`config.mk`:
```
export PLATFORM = sky130hd
export DESIGN_NAME = tensor_matrix_loader
export DESIGN_NICKNAME = d
export VERILOG_FILES = /design/src/rtl/tensor_matrix_loader.sv
export SDC_FILE = /design/constraint.sdc
export NUM_CORES = 1
export LEC_CHECK = 0
export CAP_MARGIN = 40
export CORE_MARGIN = 1
export CORE_UTILIZATION = 40
export CTS_CLUSTER_DIAMETER = 30
export CTS_CLUSTER_SIZE = 24
export DETAILED_ROUTE_END_ITERATION = 12
export HOLD_SLACK_MARGIN = 0.02
export MAX_ROUTING_LAYER = met4
export PLACE_DENSITY = 0.78
export SLEW_MARGIN = 15
export SYNTH_ARGS = -nofsm -noshare
export SYNTH_HDL_FRONTEND = slang
export SYNTH_SLANG_ARGS = --single-unit
export TNS_END_PERCENT = 20
```
`constraint.sdc`:
```
create_clock -name clock_in -period 2.22 [get_ports clock_in]
set_input_delay 0.222 -clock clock_in [delete_from_list [all_inputs] [get_ports clock_in]]
set_output_delay 0.222 -clock clock_in [all_outputs]
set_load 0.02 [all_outputs]
```
`src/rtl/tensor_matrix_loader.sv`:
```
// -----------------------------------------------------------------------------
// tensor_matrix_loader
//
// Purpose
//   Front end that turns a byte stream of matrix elements into tensor-core
//   load-immediate instructions on the CPU's current_instruction bus. One load
//   word is issued per accepted byte, for register-file addresses 0..31. Matrix
//   0 comes first (addresses 0..15), then matrix 1 (addresses 16..31), both in
//   row-major order. After the 32nd element the loader can issue the bulk
//   compute instruction. The bus then returns to NOP.
//
// Parameters
//   LOAD_OPCODE      opcode placed in [7:0] of every load-immediate word
//   COMPUTE_OPCODE   opcode of the bulk compute instruction
//   NOP_INSTRUCTION  word driven whenever nothing is issued
//   AUTO_COMPUTE     1: issue compute after element 31; 0: finish directly
//
// Ports
//   clock_in           rising-edge clock
//   reset_n_in         asynchronous active-low reset
//   start_in           begin a 32-element sequence (sampled only in IDLE)
//   abort_in           synchronous cancel while in LOAD or COMPUTE
//   byte_valid_in      byte_in holds an element
//   byte_in[7:0]       matrix element
//   byte_ready_out     loader accepts an element this cycle
//   instruction_out    registered instruction word for the CPU
//   busy_out           a sequence is in progress (state != IDLE)
//   done_out           one-cycle completion pulse (state == DONE)
//   element_count_out  elements accepted in the current sequence, 0..32
//   state_dbg_out      raw FSM state for observation
//
// Handshake
//   An element transfers at a rising edge when byte_valid_in and
//   byte_ready_out are both high at that edge. The producer holds byte_in
//   stable while valid is high and ready is low. Ready does not depend on
//   valid. Ready is high throughout LOAD, so the loader accepts one element
//   per cycle with no bubbles. The only exception is that abort_in forces
//   ready low in the same cycle, so the loader never accepts a byte while it
//   is aborting.
// -----------------------------------------------------------------------------
module tensor_matrix_loader #(
  parameter logic [7:0]  LOAD_OPCODE     = 8'h06,
  parameter logic [7:0]  COMPUTE_OPCODE  = 8'h05,
  parameter logic [31:0] NOP_INSTRUCTION = 32'h0000_0000,
  parameter int          AUTO_COMPUTE    = 1
) (
  input  logic        clock_in,
  input  logic        reset_n_in,
  input  logic        start_in,
  input  logic        abort_in,
  input  logic        byte_valid_in,
  input  logic [7:0]  byte_in,
  output logic        byte_ready_out,
  output logic [31:0] instruction_out,
  output logic        busy_out,
  output logic        done_out,
  output logic [5:0]  element_count_out,
  output logic [1:0]  state_dbg_out
);

  typedef enum logic [1:0] {
    S_IDLE    = 2'd0,
    S_LOAD    = 2'd1,
    S_COMPUTE = 2'd2,
    S_DONE    = 2'd3
  } state_t;

  localparam logic [5:0]  LAST_ADDR    = 6'd31;
  localparam logic [31:0] COMPUTE_WORD = {24'h00_0000, COMPUTE_OPCODE};
  localparam bit          DO_COMPUTE   = (AUTO_COMPUTE != 0);

  state_t      r_state;
  state_t      w_state_nxt;
  logic [31:0] r_instr;
  logic [31:0] w_instr_nxt;
  logic [5:0]  r_count;
  logic [5:0]  w_count_nxt;
  logic        w_ready;
  logic        w_handshake;
  logic [31:0] w_load_word;

  // Abort gates ready so a byte offered in the abort cycle is never consumed.
  assign w_ready     = (r_state == S_LOAD) && !abort_in;
  assign w_handshake = w_ready && byte_valid_in;

  // The current count is the destination address of the byte being accepted.
  // Bits [15:8] and [31:29] are fixed at zero.
  assign w_load_word = {3'b000, r_count[4:0], byte_in, 8'h00, LOAD_OPCODE};

  // ---------------------------------------------------------------------------
  // Next-state, next-instruction and next-count logic
  // ---------------------------------------------------------------------------
  always_comb begin
    w_state_nxt = r_state;
    w_instr_nxt = NOP_INSTRUCTION;
    w_count_nxt = r_count;

    unique case (r_state)
      S_IDLE: begin
        if (start_in) begin
          w_state_nxt = S_LOAD;
          w_count_nxt = 6'd0;
        end
      end

      S_LOAD: begin
        if (abort_in) begin
          w_state_nxt = S_IDLE;
          w_count_nxt = 6'd0;
        end else if (w_handshake) begin
          w_instr_nxt = w_load_word;
          w_count_nxt = r_count + 6'd1;
          // The 32nd element ends the load phase. Ready falls in the next
          // cycle, so the count can never pass 32.
          if (r_count == LAST_ADDR) begin
            w_state_nxt = DO_COMPUTE ? S_COMPUTE : S_DONE;
          end
        end
      end

      S_COMPUTE: begin
        if (abort_in) begin
          w_state_nxt = S_IDLE;
          w_count_nxt = 6'd0;
        end else begin
          // The compute word is registered as DONE is entered, so it shares
          // its single bus cycle with the done pulse.
          w_instr_nxt = COMPUTE_WORD;
          w_state_nxt = S_DONE;
        end
      end

      S_DONE: begin
        // The count stays at 32 until the next start clears it.
        w_state_nxt = S_IDLE;
      end

      default: begin
        w_state_nxt = S_IDLE;
        w_count_nxt = 6'd0;
      end
    endcase
  end

  // ---------------------------------------------------------------------------
  // State, instruction and count registers
  // ---------------------------------------------------------------------------
  always_ff @(posedge clock_in or negedge reset_n_in) begin
    if (!reset_n_in) begin
      r_state <= S_IDLE;
      r_instr <= NOP_INSTRUCTION;
      r_count <= 6'd0;
    end else begin
      r_state <= w_state_nxt;
      r_instr <= w_instr_nxt;
      r_count <= w_count_nxt;
    end
  end

  // ---------------------------------------------------------------------------
  // Outputs: status is decoded from the state register only
  // ---------------------------------------------------------------------------
  assign byte_ready_out    = w_ready;
  assign instruction_out   = r_instr;
  assign busy_out          = (r_state != S_IDLE);
  assign done_out          = (r_state == S_DONE);
  assign element_count_out = r_count;
  assign state_dbg_out     = r_state;

endmodule
```
# Word-level counts from Yosys, hierarchy flattened
# Cells that the tools add are included.
# totals
input_bits	13
reg_bits	40
output_inout_bits	43
wordCells	35
# op_classes
eq_ne	8
addsub	1
n_reduce_logical	8
muxes	15
# op_table
operator	count
29-bit two-way mux	2
29-bit one-hot mux with 2 select lines	1
6-bit two-way mux	4
6-bit one-hot mux with 3 select lines	1
2-bit two-way mux	5
2-bit one-hot mux with 4 select lines	1
6-bit by 1-bit adder with 6-bit output (second input constant)	1
6-bit by 5-bit equality test with 1-bit output (second input constant)	1
2-bit equality test (second input constant)	2
2-bit inequality test (second input constant)	2
4-bit AND reduction	1
3-bit two-way mux	1
3-bit by 2-bit inequality test with 1-bit output (second input constant)	1
3-bit inequality test (second input constant)	1
3-bit AND reduction	1
3-bit nonzero test	1
2-bit by 1-bit equality test with 1-bit output (second input constant)	1
1-bit logical AND	2
2-bit logical NOT	1
2-bit nonzero test	1
1-bit logical NOT	1

# Longest topological paths before layout
# depth
ltp_word	6
mapped_depth	8

# Worst setup path before layout
# OpenSTA, ideal clock, no wires.
# synth_timing
path_type	register -> register
start	register r_state[0], in the netlist state_dbg_out[0]
end	register r_count[1], in the netlist element_count_out[1]
setup_time_ns	0.122
arrival_time_ns	1.769
required_ns	2.098
slack_ns	0.329
stages_incl_launch_ff	7
path_cell_list	dfrtp_1 inv_1 ha_1 and2b_2 or3_4 o21bai_1 a32o_1
# synth_via
elab_chain_cells	5
word_cells_on_any_way	11
classes_between	eq/ne: 5; mux: 1; reduce/logical: 5
# synth_lines
element	line_no	text
start: declaration	72	state_t r_state;
start signal: assignment	154	r_state <= w_state_nxt;
2-bit by 1-bit equality test with 1-bit output	83, 98	
1-bit logical AND	83	assign w_ready = (r_state == S_LOAD) && !abort_in;
1-bit logical AND	84	assign w_handshake = w_ready && byte_valid_in;
3-bit inequality test (no line)	n/a	
4-bit AND reduction (no line)	n/a	
end signal: assignment	156	r_count <= w_count_nxt;
end: declaration	76	logic [5:0] r_count;
# Several ways; a longest one is shown, not always the timed one.
# A chain may end at the register's enable or synchronous reset.

# Final worst setup path
# layout_timing
start	register r_state[1], in the netlist state_dbg_out[1]
end	output port busy_out
# layout_via
elab_chain_cells	1
# layout_lines
element	line_no	text
2-bit nonzero test	165	assign busy_out = (r_state != S_IDLE);
end: declaration	55	output logic busy_out,
# Every way passes these cells.

==> flow_results.xml <==
<?xml version="1.0" encoding="UTF-8"?>
<metrics>
  <group name="outcome">
    <metric name="status" unit="">complete, but fails checks</metric>
    <metric name="failed_checks" unit="">design-rule violations</metric>
  </group>
  <group name="worst_setup_path">
    <metric name="critPathKind" unit="">flip-flop to primary output</metric>
    <metric name="critical_path_origin" unit="">state_dbg_out[1]$_DFFE_PN0P_</metric>
    <metric name="cp-start-kind" unit="">flip-flop</metric>
    <metric name="worstSetupEndpoint" unit="">busy_out</metric>
    <metric name="cp.arrival" unit="ns">1.76</metric>
    <metric name="critical_path.most_common_cell" unit="">sky130_fd_sc_hd__inv_1</metric>
    <metric name="end_kind" unit="">primary output</metric>
    <metric name="critical_path.reg2reg.endpoint" unit="">element_count_out[1]$_DFFE_PN0P_</metric>
    <metric name="critical_path.reg2reg.startpoint" unit="">state_dbg_out[0]$_DFFE_PN0P_</metric>
    <metric name="cp_cell_sequence" unit="">inv_1 -&gt; ha_1 -&gt; inv_1 -&gt; clkdlybuf4s50_1</metric>
    <metric name="slowest_cp_cell" unit="">sky130_fd_sc_hd__clkdlybuf4s50_1</metric>
    <metric name="worst_r2r_path_depth" unit="">6</metric>
    <metric name="worst_path_largest_cell_delay" unit="ns">0.60</metric>
    <metric name="reg2reg_setup_slack" unit="ns">0.34</metric>
    <metric name="path_max_fanout" unit="">6</metric>
    <metric name="timing.critical_path.required" unit="ns">2.00</metric>
  </group>
  <group name="synth">
    <metric name="post_synthesis_average_cell_area" unit="um2">11.5</metric>
    <metric name="synth_mux_area_frac" unit="">0.0177</metric>
    <metric name="yosys.area_share.simple" unit="">0.185</metric>
    <metric name="synth_top_family_by_area" unit="">simple AND/OR/NAND/NOR gates</metric>
    <metric name="ys_async_sr_fraction" unit="">1.00</metric>
    <metric name="synth.top_cells.by_area" unit="">sky130_fd_sc_hd__dfrtp_1 50%, sky130_fd_sc_hd__buf_4 10%, sky130_fd_sc_hd__and2_1 7.3%</metric>
    <metric name="yosys.cell_types.count" unit="">35</metric>
    <metric name="mappedNetlistArea" unit="um2">1200</metric>
    <metric name="synth_compound_area_frac" unit="">0.0957</metric>
    <metric name="synth_top_cell_area_share" unit="">0.499</metric>
    <metric name="synth.largest_area_cell" unit="">sky130_fd_sc_hd__dfrtp_1</metric>
    <metric name="number_of_enable_flip_flop_cells_after_synthesis" unit="">0</metric>
    <metric name="netlist_instances" unit="">105</metric>
    <metric name="adder_and_majority_cell_fraction_of_the_synthesized_area" unit="">0.0728</metric>
    <metric name="synthFlopType" unit="">sky130_fd_sc_hd__dfrtp_1</metric>
    <metric name="synth-seq-cells" unit="">24</metric>
    <metric name="yosys_warnings" unit="">0</metric>
    <metric name="yosys.area_share.xor_xnor" unit="">0</metric>
    <metric name="share_of_synthesized_area_occupied_by_flip_flops_and_latches" unit="">0.499</metric>
  </group>
  <group name="min_path">
    <metric name="worst_hold_path_type" unit="">primary input to async pin</metric>
  </group>
  <group name="grt">
    <metric name="grt_antenna_before_repair" unit="">0</metric>
    <metric name="grt_max_degree" unit="">25</metric>
    <metric name="grt.total_usage" unit="">0.145</metric>
    <metric name="grt-ovfl-total" unit="">0</metric>
    <metric name="first_global_vias" unit="">824</metric>
    <metric name="grt_pass1_wl" unit="um">3560</metric>
  </group>
  <group name="clocking">
    <metric name="worstSkewPairLatency" unit="ns">0.31</metric>
    <metric name="clock_tree.htree_level_count" unit="">1</metric>
    <metric name="cts_num_sinks" unit="">24</metric>
    <metric name="cts_root_buf" unit="">sky130_fd_sc_hd__clkbuf_4</metric>
    <metric name="cts_hold_buffers" unit="">0</metric>
    <metric name="register_clock_pin_slew_on_the_reported_worst_setup_and_hold_paths" unit="ns">0.13</metric>
    <metric name="ctsResizeCount" unit="">0</metric>
    <metric name="postCtsSetupBuffers" unit="">0</metric>
    <metric name="clock_tree_from_tritoncts" unit="">yes</metric>
    <metric name="cts_made_buffers" unit="">3</metric>
    <metric name="clockBufferDepth" unit="">2</metric>
  </group>
  <group name="cells_and_area">
    <metric name="n_antenna_cell" unit="">0</metric>
    <metric name="finalNetCount" unit="">167</metric>
    <metric name="final_cell_area" unit="um2">1610</metric>
    <metric name="area.growth.synth_to_final" unit="%">34.2</metric>
    <metric name="layout.core_utilization" unit="">0.575</metric>
    <metric name="final_layout_size_suffix_gt1_frac" unit="">0.0959</metric>
  </group>
  <group name="power">
    <metric name="pwr_density_cell" unit="nW/um2">753</metric>
    <metric name="power_leakage" unit="nW">0.792</metric>
    <metric name="power_total" unit="W">0.00122</metric>
    <metric name="worst_ir_drop_vdd" unit="mV">0.380</metric>
  </group>
  <group name="timing">
    <metric name="fin_ws" unit="ns">0.235</metric>
    <metric name="timing_max_transition_violations_final" unit="">0</metric>
    <metric name="timing.final.setup_violations" unit="">0</metric>
    <metric name="finalCritPeriodShare" unit="">0.894</metric>
    <metric name="fin_crit" unit="ns">1.98</metric>
    <metric name="clock.fmax" unit="MHz">504</metric>
    <metric name="fin_setup_tns" unit="ns">0</metric>
    <metric name="hold_violations" unit="">0</metric>
    <metric name="clock_skew" unit="ns">0.0133</metric>
    <metric name="grt_setup_unrepaired" unit="">false</metric>
  </group>
  <group name="route">
    <metric name="wirelength" unit="um">2130</metric>
    <metric name="detail-route-antenna-nets" unit="">0</metric>
    <metric name="post_drt_wl_per_cell" unit="um">12.0</metric>
    <metric name="dr_total_vias" unit="">850</metric>
    <metric name="viasPerCell" unit="">4.80</metric>
    <metric name="first_iter_violations" unit="">24</metric>
    <metric name="drt-pass1-iter-count" unit="">8</metric>
    <metric name="post-route-drc-count" unit="">13</metric>
  </group>
  <group name="die">
    <metric name="dieArea" unit="um2">3230</metric>
    <metric name="core.rowCount" unit="">19</metric>
    <metric name="die_y" unit="um">56.8</metric>
    <metric name="die_x" unit="um">56.8</metric>
    <metric name="fp.coreArea" unit="um2">2810</metric>
    <metric name="initial_util" unit="">0.429</metric>
    <metric name="io_pins" unit="">56</metric>
  </group>
  <group name="placed_design">
    <metric name="port_buffers" unit="">39</metric>
    <metric name="placed_instance_area" unit="um2">1560</metric>
    <metric name="place_congestion" unit="">0.813</metric>
    <metric name="dp.final_hpwl" unit="um">1610</metric>
    <metric name="place_ws" unit="ns">0.336</metric>
  </group>
  <group name="run">
    <metric name="max-cap-violations" unit="">0</metric>
  </group>
</metrics>
-- cells by family after synthesis --
logic type      after synthesis
flops                        24
mux                           2
fa+ha+maj                     7
buf+inv                      22
other cells                   1
simple gates                 33
compound gates               16
-- cell usage after synthesis, types with 2 or more instances --
master                    count
sky130_fd_sc_hd__nand2_1      2
sky130_fd_sc_hd__o21ai_0      5
sky130_fd_sc_hd__inv_1        4
sky130_fd_sc_hd__ha_1         7
sky130_fd_sc_hd__and2b_2      2
sky130_fd_sc_hd__o31ai_1      2
sky130_fd_sc_hd__and2_1      14
sky130_fd_sc_hd__nor2_1       4
sky130_fd_sc_hd__buf_4       16
sky130_fd_sc_hd__dfrtp_1     24
-- worst min path at each step --
stage                                startpoint                                to  slack (ns)
2_1_floorplan                        reset_n_in  element_count_out[0]$_DFFE_PN0P_       -0.07
3_3_place_gp   element_count_out[5]$_DFFE_PN0P_  element_count_out[5]$_DFFE_PN0P_        0.51
3_5_place_dp   element_count_out[5]$_DFFE_PN0P_  element_count_out[5]$_DFFE_PN0P_        0.51
4_1_cts                              reset_n_in     instruction_out[21]$_DFF_PN0_        0.25
5_1_grt                              reset_n_in     instruction_out[23]$_DFF_PN0_        0.25
6_report                             reset_n_in     instruction_out[23]$_DFF_PN0_        0.25
-- per-layer routing --
metal	track usage	share of wire
met5	-	0
met4	0.0523	0
met3	0.0415	0.10
met2	0.240	0.48
met1	0.170	0.42
-- worst max-delay path: cells and delay by family, from the launching register on --
family / cells / cell delay [ns]
adder cells (fa/ha/maj): 1 / 0.20
buffers and inverters: 3 / 0.79
flip-flops: 1 / 0.48
-- state kept, by name, summed over array words and instances (netlist names) --
register,flops
instruction_out,16
state_dbg_out,2
element_count_out,6
-- area by class of cell --
class,count,area [um2]
Clock inverter,1,30.0
Sequential cell,24,601
Timing Repair Buffer,40,400
Multi-Input combinational cell,74,507
Clock buffer,3,22.5
Tap cell,31,38.8
Inverter,4,15.0
Fill cell,259,1190
-- power by group --
part           internal (W)  switching [W]  total [W]
logic              0.000184       0.000229   0.000413
clock network      0.000182       0.000123   0.000306
registers          0.000469      0.0000276   0.000497
-- through the flow --
| stage | hold WS (ns) | std cells |
|---|---|---|
| 2_1_floorplan | -0.0736 | 120 |
| 3_3_place_gp | 0.510 | 173 |
| 3_5_place_dp | 0.512 | 173 |
| 4_1_cts | 0.253 | 177 |
| 5_1_grt | 0.252 | 177 |
| 6_report | 0.255 | 177 |
-- placed cells by master, fill, tap and decap left out, types with 2 or more instances in the layout --
master / count
sky130_fd_sc_hd__o21ai_0: 5
sky130_fd_sc_hd__dfrtp_1: 24
sky130_fd_sc_hd__and2b_2: 2
sky130_fd_sc_hd__clkbuf_4: 3
sky130_fd_sc_hd__inv_1: 4
sky130_fd_sc_hd__o31ai_1: 2
sky130_fd_sc_hd__conb_1: 16
sky130_fd_sc_hd__nand2_1: 2
sky130_fd_sc_hd__and2_1: 14
sky130_fd_sc_hd__ha_1: 7
sky130_fd_sc_hd__nor2_1: 4
sky130_fd_sc_hd__clkdlybuf4s50_1: 38
Power figures use the tool's default switching activity.
